==> src/rtl/instr_fetch.sv <==
// Instruction-fetch stage: owns the PC, issues one memory request at a time and
// parks the returned word in a single-entry buffer until decode takes it.
//
// state   | meaning
// --------+-------------------------------------------------------------
// S_FETCH | request outstanding at pc; waiting for MEM_IF_valid_i
// S_HOLD  | word buffered, offered to decode; no request
// S_FLUSH | redirected while a request was in flight; drain it, drop data
module instr_fetch #(
    parameter int unsigned        BITSIZE      = 32,
    parameter logic [BITSIZE-1:0] RESET_VECTOR = '0
) (
    input  logic               clk,
    input  logic               rst_i,
    output logic               IF_ID_give_o,
    input  logic               ID_IF_get_i,
    output logic [31:0]        IF_ID_instr_o,
    output logic [BITSIZE-1:0] IF_ID_pc_o,
    input  logic               EX_IF_branch_i,
    input  logic [BITSIZE-1:0] EX_IF_target_i,
    output logic               IF_MEM_req_o,
    output logic [BITSIZE-1:0] IF_MEM_addr_o,
    input  logic               MEM_IF_valid_i,
    input  logic [31:0]        MEM_IF_data_i,
    output logic               inv_addr_o
);

    typedef enum logic [1:0] {
        S_FETCH = 2'd0,
        S_HOLD  = 2'd1,
        S_FLUSH = 2'd2
    } state_t;

    state_t             r_state;
    logic [BITSIZE-1:0] r_pc;
    logic [BITSIZE-1:0] r_addr;
    logic [BITSIZE-1:0] r_pc_o;
    logic [31:0]        r_instr;
    logic               r_inv_addr;

    logic [BITSIZE-1:0] w_target_al;
    logic               w_target_mis;
    logic [BITSIZE-1:0] w_pc_next;

    assign w_target_al  = {EX_IF_target_i[BITSIZE-1:2], 2'b00};
    assign w_target_mis = |EX_IF_target_i[1:0];
    assign w_pc_next    = r_pc + BITSIZE'(4);

    always_ff @(posedge clk) begin
        if (rst_i) begin
            r_state    <= S_FETCH;
            r_pc       <= RESET_VECTOR;
            r_addr     <= RESET_VECTOR;
            r_pc_o     <= '0;
            r_instr    <= '0;
            r_inv_addr <= 1'b0;
        end else begin
            // A redirect wins over every other event in the same cycle.
            if (EX_IF_branch_i) begin
                r_pc <= w_target_al;
                if (w_target_mis) begin
                    r_inv_addr <= 1'b1;
                end
            end

            unique case (r_state)
                S_FETCH: begin
                    if (EX_IF_branch_i) begin
                        if (!MEM_IF_valid_i) begin
                            r_addr  <= r_pc;
                            r_state <= S_FLUSH;
                        end
                    end else if (MEM_IF_valid_i) begin
                        r_instr <= MEM_IF_data_i;
                        r_pc_o  <= w_pc_next;
                        r_pc    <= w_pc_next;
                        r_state <= S_HOLD;
                    end
                end
                S_HOLD: begin
                    if (EX_IF_branch_i || ID_IF_get_i) begin
                        r_state <= S_FETCH;
                    end
                end
                S_FLUSH: begin
                    if (MEM_IF_valid_i) begin
                        r_state <= S_FETCH;
                    end
                end
                default: r_state <= S_FETCH;
            endcase
        end
    end

    // FLUSH keeps presenting the stale address until the in-flight word drains.
    assign IF_MEM_req_o  = !rst_i && (r_state != S_HOLD);
    assign IF_MEM_addr_o = rst_i ? '0 : ((r_state == S_FLUSH) ? r_addr : r_pc);
    assign IF_ID_give_o  = !rst_i && (r_state == S_HOLD) && !EX_IF_branch_i;
    assign IF_ID_instr_o = rst_i ? '0 : r_instr;
    assign IF_ID_pc_o    = rst_i ? '0 : r_pc_o;
    assign inv_addr_o    = !rst_i && r_inv_addr;

endmodule

==> config.mk <==
export PLATFORM = sky130hd
export DESIGN_NAME = instr_fetch
export DESIGN_NICKNAME = d
export VERILOG_FILES = /design/src/rtl/instr_fetch.sv
export SDC_FILE = /design/constraint.sdc
export NUM_CORES = 1
export LEC_CHECK = 0
export ABC_CLOCK_PERIOD_IN_PS = 2550
export BUFFER_PORTS_ARGS = -buffer_cell sky130_fd_sc_hd__buf_2
export CAP_MARGIN = 20
export CORE_UTILIZATION = 49
export DETAILED_ROUTE_END_ITERATION = 8
export GPL_TIMING_DRIVEN = 0
export PLACE_DENSITY_LB_ADDON = 0.3
export SLEW_MARGIN = 40
export SYNTH_ARGS = -nofsm -noshare
export SYNTH_HDL_FRONTEND = slang
export SYNTH_SLANG_ARGS = --single-unit
==> constraint.sdc <==
create_clock -name clk -period 2.55 [get_ports clk]
set_input_delay 0.255 -clock clk [delete_from_list [all_inputs] [get_ports clk]]
set_output_delay 0.255 -clock clk [all_outputs]
set_load 0.1 [all_outputs]
==> metrics.yaml <==
global_routing:
  number_of_global_route_vias_before_repair: 6048
  antenna_violations_before_repair: 0
  grt_first_pass_wirelength_um: 30300
  grt_start_max_net_pins: 17
  global_route.usage.total: 0.2915
  grt.overflow.total: 0
sta:
  finalHoldViolCount: 0
  final_max_slew_viol_count: 0
  final-setup-viol-count: 0
  worst_clock_skew_ns: 0.009888
  fmax_mhz: 404.3
  hold_ws_ns: 0.02358
  fin_crit_ns: 2.474
  grt_setup_unrepaired: "false"
  max_slew_margin: 0.4530
  setup_slack_ns: 0.07636
  setup_total_negative_slack_ns: 0
  slew_of_the_pin_with_the_lowest_slew_margin_ns: 0.8137
  timing.final.crit_share: 0.9701
logic_synthesis:
  synth_nets: 952
  synth_area_leader_cell: "sky130_fd_sc_hd__dfxtp_1"
  mappedNetlistArea_um2: 6471
  synth.lib_cells_used.distinct: 40
  synth_largest_type_area_fraction: 0.4053
  synth_area_per_cell_um2: 7.337
  synth_edf_count: 0
  ys.flop_type: "sky130_fd_sc_hd__dfxtp_1"
  syn_inst: 882
  synthArstFlopShare: 0
  yosys_warnings: 0
  synth_sequential_area_ratio: 0.4053
  ys_seq_elements: 131
  yosys-top-cells-area: "sky130_fd_sc_hd__dfxtp_1, sky130_fd_sc_hd__nand2_1, sky130_fd_sc_hd__a21oi_1"
route:
  vias: 6780
  drt_iter0_drc: 670
  vias_per_instance: 5.411
  avgRoutedWirePerCell_um: 15.59
  route.antenna.remaining_nets: 0
  drcViolationCount: 0
  detailedRoute.firstPassIterationCount: 8
  routed_wirelength_um: 19530
job:
  timing.max_cap.violations: 0
floorplanning:
  core_region_area_um2: 12770
  die_h_um: 116.9
  fp.dieArea_um2: 13670
  num_rows: 41
  initial_core_util: 0.5066
  die_width_um: 116.9
  ports_placed_on_the_boundary: 168
critical_path:
  path_class: "flip-flop to output port"
  critPathRequiredTime_ns: 2.30
  worst-endpoint-arrival_ns: 2.22
  setup.worst_path.end_class: "output port"
  critPathMaxFanout: 10
  startpoint_type: "flip-flop"
layout:
  layout-drive-gt1-share: 0.2414
  fin_cells: 1253
  area_growth_pct: 29.16
  num-nets-final: 1139
  n_antenna_cell: 0
  final_area_um2: 8358
  num-fill-cells: 1138
placement:
  dpl-instance-area_um2: 7644
  dp_hpwl_um: 13880
  portbufs: 166
  place_ws_ns: -0.08973
  gp_congestion: 0.9088
  placed_cells: 1220
power_and_ir_drop:
  powerDensity_nw_per_um2: 686.5
  power.static_leakage_uw: 0.003282
  power.ir.vdd_worst_uv: 498.9
clock_network:
  number_of_buffers_on_the_longest_clock_path: 2
  clock_pin_slew_of_the_registers_on_the_worst_case_setup_and_hold_paths_ns: 0.06
  clkLatencyLatePin_ns: 0.43
  cts.htree.levels: 4
  cts_root_buf: "sky130_fd_sc_hd__clkbuf_16"
  numCtsBuffers: 17
  clkSinkCount: 131
  tritoncts: "done"
status:
  outcome: "finished, final reports clean"
min_path:
  min_path_type: "input pin to flip-flop"
kinds of logic after synthesis:
| kind of cell | synth area share |
|---|---|
| AOI/OAI and AO/OA | 0.1504 |
| muxes | 0.007734 |
| xor gates and xnor gates | 0.06226 |
| and+or+nand+nor | 0.3144 |
| adders and majority gates | 0.001933 |
| buffers and inverters | 0.05800 |
| DFF | 0.4053 |
repair_timing:
action                     4_1_cts  5_1_grt
pin swaps                        0        1
gates resized for setup         37        7
setup buffers                    0        1
hold buffers                     0        0
setup endpoints to repair       38       33
worst paths after layout:
| path | depth (start not counted) | start | slack [ns] | endpoint |
|---|---|---|---|---|
| max reg2reg | 7 | r_pc[3]$_SDFF_PP0_ | 0.17 | r_pc[30]$_SDFF_PP0_ |
| min reg2reg | 2 | r_instr[28]$_SDFFE_PP0P_ | 0.45 | r_instr[28]$_SDFFE_PP0P_ |
| min | 2 | ID_IF_get_i | 0.02 | r_state[0]$_SDFFE_PP0P_ |
| max | 6 | r_state[0]$_SDFFE_PP0P_ | 0.08 | IF_MEM_addr_o[3] |
per-layer routing:
layer,wire (um),track usage,up-vias
li1,-,-,3313
met1,8520,0.3844,3137
met2,9026,0.4761,304
met3,1670,0.05819,26
met4,312,0.1013,0
met5,0,0,-
synthesized netlist by cell type (2+ instances only):
master and instances:
sky130_fd_sc_hd__mux2i_1 5, sky130_fd_sc_hd__and2_1 5, sky130_fd_sc_hd__nand3_1 18, sky130_fd_sc_hd__a21oi_1 111, sky130_fd_sc_hd__xnor2_1 24, sky130_fd_sc_hd__nor4_1 7, sky130_fd_sc_hd__or3_1 7, sky130_fd_sc_hd__nand2_1 223
sky130_fd_sc_hd__a311oi_1 3, sky130_fd_sc_hd__buf_6 3, sky130_fd_sc_hd__nor2_2 2, sky130_fd_sc_hd__or4_1 3, sky130_fd_sc_hd__clkbuf_1 66, sky130_fd_sc_hd__buf_2 9, sky130_fd_sc_hd__xor2_1 22, sky130_fd_sc_hd__nand4_1 16
sky130_fd_sc_hd__o21ai_0 9, sky130_fd_sc_hd__and3_1 9, sky130_fd_sc_hd__inv_1 6, sky130_fd_sc_hd__nor2_1 67, sky130_fd_sc_hd__nor2b_1 64, sky130_fd_sc_hd__nor4_2 2, sky130_fd_sc_hd__a211oi_1 33, sky130_fd_sc_hd__buf_1 7
sky130_fd_sc_hd__o2bb2ai_1 3, sky130_fd_sc_hd__o31ai_1 2, sky130_fd_sc_hd__nor3_1 11, sky130_fd_sc_hd__and4_1 3, sky130_fd_sc_hd__dfxtp_1 131
per-stage QoR:
step | power (uW) | util
final | 5738 | 0.6543
after global placement | 3287 | 0.5979
after floorplan | 3050 | -
after detailed placement | 3299 | 0.5984
after global routing | 5920 | 0.6543
after CTS | 5729 | 0.6518
sequential cells by signal, indices dropped and copies added, names as in the netlist:
signal	count
r_addr	32
r_instr	32
r_inv_addr	1
r_pc	32
r_pc_o	32
r_state	2
worst max-delay path, stage by stage, from the launching register on:
cell and delay [ns]:
sky130_fd_sc_hd__dfxtp_1 0.33, sky130_fd_sc_hd__clkbuf_2 0.23, sky130_fd_sc_hd__nand2b_1 0.33, sky130_fd_sc_hd__clkbuf_2 0.29
sky130_fd_sc_hd__nand2_1 0.13, sky130_fd_sc_hd__a21oi_2 0.16, sky130_fd_sc_hd__buf_4 0.31
placed cells by master (no fill, tap or decap), types with 7 or more instances in the layout:
cell and instances:
sky130_fd_sc_hd__a211oi_1 33, sky130_fd_sc_hd__a21oi_1 79, sky130_fd_sc_hd__a21oi_2 32, sky130_fd_sc_hd__and3_1 9
sky130_fd_sc_hd__buf_1 7, sky130_fd_sc_hd__buf_2 145, sky130_fd_sc_hd__buf_4 32, sky130_fd_sc_hd__clkbuf_1 61
sky130_fd_sc_hd__clkbuf_16 17, sky130_fd_sc_hd__clkbuf_2 7, sky130_fd_sc_hd__dfxtp_1 130, sky130_fd_sc_hd__nand2_1 223
sky130_fd_sc_hd__nand3_1 18, sky130_fd_sc_hd__nand4_1 16, sky130_fd_sc_hd__nor2_1 65, sky130_fd_sc_hd__nor2b_1 64
sky130_fd_sc_hd__nor3_1 11, sky130_fd_sc_hd__o21ai_0 9, sky130_fd_sc_hd__or3_1 7, sky130_fd_sc_hd__xnor2_1 24
sky130_fd_sc_hd__xor2_1 22
power by group:
part	internal (uW)	leakage, uW	switching [uW]
Combinational	266	0.00193	818
Sequential	2150	0.00107	53.0
Clock	1530	0.000281	919
Total	3950	0.00328	1790
layout make-up:
type | count | area [um2] | area share
sequential | 131 | 2624 | 0.3139
buffer | 85 | 361.6 | 0.04326
inverter | 6 | 22.52 | 0.002695
timing repair buffer | 168 | 920.9 | 0.1102
clock inverter | 8 | 101.3 | 0.01213
multi-input combinational | 660 | 3625 | 0.4337
clock buffer | 23 | 488.0 | 0.05838
tap | 172 | 215.2 | 0.02575
No activity file was read; power rests on OpenSTA's default activity.
